[config.mk]
export PLATFORM = sky130hd
export DESIGN_NAME = dmem_arbiter
export DESIGN_NICKNAME = d
export VERILOG_FILES = /design/src/rtl/dmem_arbiter.sv
export SDC_FILE = /design/constraint.sdc
export NUM_CORES = 1
export LEC_CHECK = 0
export CAP_MARGIN = 0
export CORE_ASPECT_RATIO = 0.6
export CORE_UTILIZATION = 43
export CTS_CLUSTER_SIZE = 24
export DETAILED_ROUTE_END_ITERATION = 16
export GPL_ROUTABILITY_DRIVEN = 0
export PLACE_DENSITY = 0.79
export REMOVE_ABC_BUFFERS = 1
export SYNTH_ARGS = -nofsm -noshare
export SYNTH_HDL_FRONTEND = slang
export SYNTH_SLANG_ARGS = --single-unit
export TNS_END_PERCENT = 100
[constraint.sdc]
create_clock -name clk -period 4.06 [get_ports clk]
set_input_delay 0.406 -clock clk [delete_from_list [all_inputs] [get_ports clk]]
set_output_delay 0.406 -clock clk [all_outputs]
set_load 0.01 [all_outputs]
[src/rtl/dmem_arbiter.sv]
// Two-master arbiter for the shared data RAM: cpu6 load/store port (m0) and VGA scan-out reader (m1).
// Round-robin with VGA urgent override, bounded by a CPU starvation guard.
module dmem_arbiter #(
  parameter int AW           = 12,
  parameter int STARVE_LIMIT = 4
) (
  input  logic          clk,
  input  logic          reset,
  input  logic          m0_req,
  input  logic          m0_we,
  input  logic [AW-1:0] m0_addr,
  input  logic [31:0]   m0_wdata,
  input  logic [3:0]    m0_be,
  output logic          m0_gnt,
  output logic          m0_rvalid,
  output logic [31:0]   m0_rdata,
  input  logic          m1_req,
  input  logic          m1_urgent,
  input  logic [AW-1:0] m1_addr,
  output logic          m1_gnt,
  output logic          m1_rvalid,
  output logic [31:0]   m1_rdata,
  output logic          mem_en,
  output logic [3:0]    mem_we,
  output logic [AW-1:0] mem_addr,
  output logic [31:0]   mem_wdata,
  input  logic [31:0]   mem_rdata
);

  localparam int CW = 4;
  localparam logic [CW-1:0] LIMIT = CW'(STARVE_LIMIT);

  logic          last_grant_q;
  logic [CW-1:0] starve_q, starve_d;
  logic          rd_valid_q, rd_owner_q;
  logic [31:0]   m0_rdata_q, m1_rdata_q;
  logic [AW-1:0] mem_addr_q;
  logic [31:0]   mem_wdata_q;
  logic          g0, g1, rd_start;

  always_comb begin
    g0 = 1'b0;
    g1 = 1'b0;
    if (m0_req && starve_q == LIMIT)      g0 = 1'b1;
    else if (m1_req && m1_urgent)         g1 = 1'b1;
    else if (m0_req && m1_req) begin
      if (last_grant_q) g0 = 1'b1;
      else              g1 = 1'b1;
    end
    else if (m0_req)                      g0 = 1'b1;
    else if (m1_req)                      g1 = 1'b1;
  end

  assign m0_gnt   = g0;
  assign m1_gnt   = g1;
  assign rd_start = (g0 && !m0_we) || g1;

  // Address and write data hold their last driven value while idle.
  always_comb begin
    mem_en    = 1'b0;
    mem_we    = 4'b0000;
    mem_addr  = mem_addr_q;
    mem_wdata = mem_wdata_q;
    if (g0) begin
      mem_addr = m0_addr;
      if (m0_we) begin
        mem_wdata = m0_wdata;
        mem_we    = m0_be;
        mem_en    = |m0_be;
      end else begin
        mem_en = 1'b1;
      end
    end else if (g1) begin
      mem_addr = m1_addr;
      mem_en   = 1'b1;
    end
  end

  always_comb begin
    starve_d = '0;
    if (m0_req && !g0)
      starve_d = (starve_q == LIMIT) ? LIMIT : starve_q + 1'b1;
  end

  assign m0_rvalid = rd_valid_q && !rd_owner_q;
  assign m1_rvalid = rd_valid_q &&  rd_owner_q;
  assign m0_rdata  = m0_rvalid ? mem_rdata : m0_rdata_q;
  assign m1_rdata  = m1_rvalid ? mem_rdata : m1_rdata_q;

  always_ff @(posedge clk or posedge reset) begin
    if (reset) begin
      last_grant_q <= 1'b1;
      starve_q     <= '0;
      rd_valid_q   <= 1'b0;
      rd_owner_q   <= 1'b0;
      m0_rdata_q   <= '0;
      m1_rdata_q   <= '0;
      mem_addr_q   <= '0;
      mem_wdata_q  <= '0;
    end else begin
      starve_q   <= starve_d;
      rd_valid_q <= rd_start;
      if (rd_start) rd_owner_q <= g1;
      if (g0 || g1) begin
        last_grant_q <= g1;
        mem_addr_q   <= mem_addr;
      end
      if (g0 && m0_we) mem_wdata_q <= m0_wdata;
      if (m0_rvalid) m0_rdata_q <= mem_rdata;
      if (m1_rvalid) m1_rdata_q <= mem_rdata;
    end
  end

endmodule
* Word level (Yosys, flattened, before mapping)
Cells that the tools add are included.
** Cells by class
- Add/subtract/negate cells :: 1
- Multiplexer cells :: 24
- Equal/unequal tests :: 1
- Reduce and logical (&&, ||, !) cells :: 14
** Operator list (count)
- 32-bit two-way mux :: 4
- 12-bit two-way mux :: 2
- 4-bit two-way mux :: 4
- 1-bit two-way mux :: 14
- 1-bit logical AND :: 8
- 4-bit by 1-bit adder with 4-bit output, second input constant :: 1
- 4-bit by 3-bit == test with 1-bit output, second input constant :: 1
- 4-bit OR reduction :: 1
- 1-bit logical NOT :: 3
- 1-bit logical OR :: 2
** Word-level totals
- Bits of input ports :: 98
- Bits in registers :: 115
- Output and inout bits :: 117
- Word-level logic and storage cells :: 48

* Longest topological paths before layout
Gate-level depths: netlist of run 1.
- Depth after elaboration :: 7
- Depth in mapped cells :: 7

* Worst setup path after synthesis of run 1
No wires, ideal clock.
- Kind :: register to output
- From :: register starve_q[0]
- To :: output port mem_wdata[15]
- Stages on the path, launching flop included :: 8
- Path buffers :: 2
- Setup slack :: 1.801 ns
- Required time :: 3.654 ns
- Arrival :: 1.853 ns
- Path through :: dfrtp_1 -> inv_1 -> ha_1 -> nand3b_1 -> a311oi_2 -> buf_4 -> buf_6 -> mux2_1
** Between the ends
- Word-level cells in the longest chain between the ends :: 4
** RTL lines
- from (decl) :: line 34 : logic [CW-1:0] starve_q, starve_d;
- from (signal assigned) :: line 101 : starve_q <= starve_d;
- 4-bit by 3-bit == test with 1-bit output :: line 44 : if (m0_req && starve_q == LIMIT) g0 = 1'b1;
- 1-bit logical AND :: line 44
- 1-bit two-way mux :: line 44
- 32-bit two-way mux :: line 64 : if (g0) begin
- to (decl) :: line 26 : output logic [31:0] mem_wdata,
No other way between the ends.

* Worst setup path in the final report of run 1
- From :: register starve_q[0]
- To :: output port mem_wdata[22]
The elaborated chain is that of the path after synthesis.

==> results of run 1 <==
[cells by family (layout without fill, tap and decap cells)]
logic type / after synthesis / after routing
AOI/OAI and AO/OA: 46 / 46
xor gates and xnor gates: 1 / 1
adders and majority gates: 2 / 2
buffers and inverters: 32 / 261
DFF: 115 / 115
muxes: 140 / 140
and+or+nand+nor: 26 / 26
[synthesized netlist by cell type, drive strengths merged, types with 2 or more instances]
master	n
mux2	140
clkbuf	12
ha	2
a32oi	12
nand2	3
and2	4
o2bb2ai	24
buf	13
nand2b	3
a31oi	2
inv	7
dfrtp	114
nor2	7
nand3b	3
o21ai	2
a21oi	3
[layer usage]
layer / vias up / GRT usage (%) / routed length (um)
li1: 1786 / - / -
met1: 1839 / 26.39 / 5642
met2: 133 / 34.86 / 6101
met3: 11 / 6.982 / 909
met4: 0 / 5.899 / 99
met5: - / 0 / 0
[final cells by class]
cell class / instances / area, um^2
clock inverter: 14 / 152.6
clock buffer: 18 / 439.2
timing repair buffer: 222 / 2227
sequential: 115 / 2879
multi-input combinational: 215 / 2162
inverter: 7 / 28.78
fill: 790 / 3397
tap: 160 / 200.2
[critical path: cells and delay by family (launching register included)]
| kind | cells | cell delay, ns |
|---|---|---|
| buf+inv | 3 | 0.90 |
| flops | 1 | 0.41 |
| simple gates | 1 | 0.19 |
| compound gates | 1 | 0.37 |
| fa+ha+maj | 1 | 0.19 |
| mux | 1 | 0.37 |
[path summary, 6_finish.rpt]
| kind | endpoint | start |
|---|---|---|
| setup reg to reg | mem_wdata_q[13] | starve_q[0] |
| hold / removal | m1_rdata_q[7] | m1_rdata_q[7] |
| min in group asynchronous | m0_rdata_q[16] | reset |
| hold reg to reg | m1_rdata_q[7] | m1_rdata_q[7] |
| max in group asynchronous | mem_wdata_q[17] | reset |
| setup / recovery | mem_wdata[22] | starve_q[0] |
[registers in the layout, summed over array words and instances, names as in the netlist]
signal,cells
rd_owner_q,1
mem_wdata_q,32
last_grant_q,1
rd_valid_q,1
m0_rdata_q,32
m1_rdata_q,32
starve_q,4
mem_addr_q,12
[through the flow]
step | cell area (um^2) | setup WS (ns) | instances | hold WS [ns] | total power, mW
after floorplan | 5049 | -0.6891 | 337 | 0.4516 | 1.991
after global placement | 7497 | 0.9653 | 719 | 0.4706 | 2.637
after detailed placement | 7497 | 0.9192 | 719 | 0.4835 | 2.677
after CTS | 8089 | 0.7464 | 751 | 0.4963 | 4.170
after global routing | 8089 | 0.6793 | 751 | 0.5071 | 4.317
final | 8089 | 0.7590 | 751 | 0.4925 | 4.119
[power by group through the flow]
stage	clock [mW]	combinational (mW)	sequential, mW
after floorplan	0	0.551	1.44
after global placement	0	1.19	1.45
after detailed placement	0	1.21	1.47
after CTS	1.50	1.22	1.45
after global routing	1.56	1.29	1.47
final	1.47	1.20	1.45
==> impl_metrics.toml, run 1 <==
[place]
port_buffers = 214
dp.final_hpwl_um = 8955

[critical_path]
critical-path-max-stage-delay_ns = 0.50
crit_path_start_kind = "flop"
critical_path.cell_chain = "inv_1, ha_1, nand3b_1, a311oi_4, buf_12, mux2_1, clkdlybuf4s50_1"
worst-endpoint-arrival_ns = 2.89
timing.reg2reg.setup_slack_ns = 1.94
worstPathMaxFanout = 68
crit_path_category = "flop to primary output"
timing.reg2reg.worst_path_depth = 6
cp-end-kind = "primary output"
timing.critical_path.required_ns = 3.65
critical-path-slowest-cell = "sky130_fd_sc_hd__clkdlybuf4s50_1"

[final_layout]
layout-area-overhead-vs-synth_pct = 56.46
antenna-diode-count = 0
mostFrequentLayoutCell = "sky130_fd_sc_hd__clkdlybuf4s50_1"
mostFrequentLayoutCells = "sky130_fd_sc_hd__clkdlybuf4s50_1 (214), sky130_fd_sc_hd__mux2_2 (124), sky130_fd_sc_hd__dfrtp_1 (114), sky130_fd_sc_hd__o2bb2ai_1 (24), sky130_fd_sc_hd__clkbuf_16 (17)"
layout.nets = 678
layout.core_utilization_pct = 70.42
post_route_cells_drive_above_1_share_pct = 28.76

[synth]
synth.area.top_cells = "sky130_fd_sc_hd__dfrtp_1 (55%), sky130_fd_sc_hd__mux2_2 (27%), sky130_fd_sc_hd__o2bb2ai_1 (4.1%)"
netlist-cell-type-count = 33
synth_top_family_by_area = "multiplexers"
synth_top_cell_area_share_pct = 55.18
yosys.area_share.xor_xnor_pct = 0.1694
synth_simple_gate_area_share_pct = 2.759
synth-seq-cells = 115
postSynth.topFlopCell = "sky130_fd_sc_hd__dfrtp_1"
post_synthesis_mux_area_share_pct = 30.49
syn-instance-count = 362
synth_area_in_compound_gates_pct = 7.551
yosysWarnings = 0
synth-adder-area-share_pct = 0.4840
post_synth.cell_area_avg_um2 = 14.28
synth.yosys.seq_area_share_pct = 55.69
synth.cell_area_mm2 = 0.005170
synth-edff-count = 0
synth-async-reset-ratio_pct = 100.0
synthDominantAreaCellType = "sky130_fd_sc_hd__dfrtp_1"

[die]
initial_core_util_pct = 45.01
chipWidth_um = 143.6
floorplan.io_pins = 215
die_area_mm2 = 0.01248
row_count = 30
core_region_area_mm2 = 0.01149
die-height_um = 86.94

[global_routing]
grt_antenna_before_repair = 0
grt_max_degree = 116
grt_first_pass_wirelength_um = 19930
grt_usage_pct = 21.02
gr-total-overflow = 0
via_count_of_the_first_global_routing_pass = 3841

[route]
remaining_drc_errors = 0
drt-initial-drc-count = 129
drt_pre_antenna_iters = 4
wirelength_routed_um = 12750
viasPerCell = 5.019
dr_total_vias = 3769
drt.antenna.violating_nets = 0
avgRoutedWirePerCell_um = 16.98

[clock_network]
clockBufferDepth = 2
clk_root_buffer_cell = "sky130_fd_sc_hd__clkbuf_16"
cts_tree = "built"
post_cts_setup_buffer_count = 0
ctsHtreeMaxLevel = 4
numCtsBuffers = 17
cts.reportedPaths.clkPinSlew_ns = 0.05
clk_latency_ns = 0.41
cts.sinks = 115
post_cts.resized_instances = 0
cts_hold_buf = 0

[sta]
max_slew.worst_pin.slew_ns = 0.9804
finalSetupTns_ns = 0
layout_worst_path_cycle_share_pct = 81.31
clock.fmax_ghz = 0.3029
min_period_ns = 3.301
finalHoldViolations = 0
grt_setup_unrepaired = "false"
maxSlewHeadroom_pct = 34.50
finClkSkew_ns = 0.01039
finalSetupViolations = 0
timing_max_transition_violations_final = 0

[power]
clkPwrFrac_pct = 35.7
switching_power_mw = 1.086
switching_share_pct = 26.36
cell_internal_pwr_mw = 3.033
p_leak_nw = 3.236
powerDensity_mw_per_mm2 = 509.2
vdd_ir_drop_max_uv = 317.8
proportion_of_power_drawn_by_combinational_gates_pct = 29.2
seq_power_share_pct = 35.1

[run_status]
run_status = "finished, final reports clean"

[hold_path]
whs_path_depth = 1
hold_path_class = "flop to flop"

[job]
maxCapViolCount = 0
Power figures use the tool's default switching activity.
==> run 2, diff against run 1 <==
clock period = 3.5 ns   (was 4.06 ns; I/O delays follow)
==> run 2 against run 1 <==
Against the previous run: register-to-register slack got worse by 0.58 ns; highest routed layer unchanged; largest cell class unchanged; clock power increased by 20%; sequential power rose by 16%; global-route usage grew 0.35 points; via count increased by 0.96%; utilization is 0.41 points higher; first-iteration DRC count up 5.4%; cell area increased by 0.59%.
==> impl_metrics.toml, run 2 (synthesis gave the netlist of run 1 again) <==
[final_layout]
post_route_cells_drive_above_1_share_pct = 28.89
mostFrequentLayoutCell = "sky130_fd_sc_hd__clkdlybuf4s50_1"
layout-area-overhead-vs-synth_pct = 57.38
reg.largest.list = "m0_rdata_q x32, m1_rdata_q x32, mem_wdata_q x32"
layoutNonFillerInstCount = 752
final.fill_count = 797
layout.core_utilization_pct = 70.84
post-route-cell-area_mm2 = 0.008137
antenna-diode-count = 0
mostFrequentLayoutCells = "sky130_fd_sc_hd__clkdlybuf4s50_1 (214), sky130_fd_sc_hd__mux2_2 (124), sky130_fd_sc_hd__dfrtp_1 (114), sky130_fd_sc_hd__o2bb2ai_1 (24), sky130_fd_sc_hd__clkbuf_16 (17)"
layout.nets = 679

[place]
placed_cells_incl_taps = 720
dp.final_hpwl_um = 9181
port_buffers = 214
placedInstanceArea_mm2 = 0.007517

[route]
drt_pre_antenna_iters = 4
remaining_drc_errors = 0
drt-initial-drc-count = 136
avgRoutedWirePerCell_um = 17.04
wirelength_routed_um = 12820
drt.antenna.violating_nets = 0
viasPerCell = 5.060
dr_total_vias = 3805

[critical_path]
reg2reg_from = "starve_q[0]"
timing.reg2reg.worst_path_depth = 6
worst-endpoint-arrival_ns = 2.89
reg2reg_to = "mem_wdata_q[10]"
cp-end-kind = "primary output"
crit_path_category = "flop to primary output"
timing.reg2reg.setup_slack_ns = 1.36
timing.critical_path.required_ns = 3.15
worstPathMaxFanout = 68
crit_path_start_kind = "flop"

[global_routing]
grt_usage_pct = 21.37
use_met2_pct = 33.89
grt_first_pass_wirelength_um = 20350
gr-total-overflow = 0
grt_antenna_before_repair = 0
via_count_of_the_first_global_routing_pass = 3968
grt_max_degree = 70
grt_most_used_layer = "met2"
gr-usage-met1_pct = 27.91
gr-usage-met3_pct = 5.772

[clock_network]
cts_hold_buf = 0
post_cts_setup_buffer_count = 0
cts.sinks = 115
cts.reportedPaths.clkPinSlew_ns = 0.05
clk_latency_ns = 0.40
cts_tree = "built"
ctsHtreeMaxLevel = 4
clockBufferDepth = 2
numCtsBuffers = 17
post_cts.resized_instances = 0
clk_root_buffer_cell = "sky130_fd_sc_hd__clkbuf_16"

[job]
maxCapViolCount = 0

[die]
core_region_area_mm2 = 0.01149
row_count = 30
die_area_mm2 = 0.01248
floorplan.io_pins = 215
chipWidth_um = 143.6
die-height_um = 86.94
initial_core_util_pct = 45.01

[power]
p_leak_nw = 3.256
switching_power_mw = 1.252
switching_share_pct = 25.82
power_mw = 4.847
seq_power_share_pct = 34.6
proportion_of_power_drawn_by_combinational_gates_pct = 28.9
cell_internal_pwr_mw = 3.596
vdd_ir_drop_max_uv = 434.5
clkPwrFrac_pct = 36.6
powerDensity_mw_per_mm2 = 595.7

[sta]
finalSetupViolations = 0
grt_setup_unrepaired = "false"
finClkSkew_ns = 0.007744
clock.fmax_ghz = 0.3084
layout_worst_path_cycle_share_pct = 92.64
max_slew.worst_pin.slew_ns = 0.8691
maxSlewHeadroom_pct = 42.06
timing_max_transition_violations_final = 0
min_period_ns = 3.242
finalHoldViolations = 0
finalSetupTns_ns = 0

[run_status]
run_status = "finished, final reports clean"

[hold_path]
hold_path_class = "primary input to asynchronous set/reset pin"
[run 2: worst max path at each step]
stage,end,cells after the start,slack (ns),from
3_3_place_gp,mem_wdata[2],6,0.46,m0_req
5_1_grt,mem_wdata[23],7,0.08,starve_q[0]
6_report,mem_wdata[22],7,0.26,starve_q[0]
3_5_place_dp,mem_wdata[2],6,0.41,m0_req
2_1_floorplan,mem_wdata[0],3,-1.19,last_grant_q
4_1_cts,mem_wdata[2],7,0.23,starve_q[0]
[run 2: final cells by class]
cell class | count | area (um^2) | share of cell area (%)
Inverter | 7 | 28.78 | 0.3537
Multi-Input combinational cell | 215 | 2162 | 26.57
Tap cell | 160 | 200.2 | 2.460
Sequential cell | 115 | 2879 | 35.38
Timing Repair Buffer | 223 | 2247 | 27.62
Clock inverter | 14 | 180.2 | 2.214
Clock buffer | 18 | 439.2 | 5.398
[run 2: metal layers]
metal  up-vias  part of all wire, %
met2       141                   46
met5         -                    0
met3        14                  6.8
met4         0                  1.4
li1       1781                    -
met1      1869                   45
[run 2: stage by stage]
step	hold slack [ns]	setup slack [ns]
detailed placement	0.4758	0.4075
CTS	0.4878	0.2344
global placement	0.4712	0.4633
finish	0.4777	0.2575
floorplan	0.4516	-1.193
global route	0.5089	0.07751
[run 2: power groups by stage]
stage	clock network [mW]	registers (mW)	logic [mW]
after floorplan	0	1.67	0.640
after global placement	0	1.69	1.38
after detailed placement	0	1.70	1.41
after CTS	1.82	1.68	1.41
after global routing	1.88	1.71	1.49
final	1.77	1.68	1.40
[run 2: worst max-delay path: stages, from the launching register on]
cell and delay, ns:
sky130_fd_sc_hd__dfrtp_1 0.41, sky130_fd_sc_hd__inv_1 0.07, sky130_fd_sc_hd__ha_1 0.20, sky130_fd_sc_hd__nand3b_1 0.20, sky130_fd_sc_hd__a311oi_4 0.38, sky130_fd_sc_hd__buf_12 0.34
sky130_fd_sc_hd__mux2_1 0.36, sky130_fd_sc_hd__clkdlybuf4s50_1 0.51
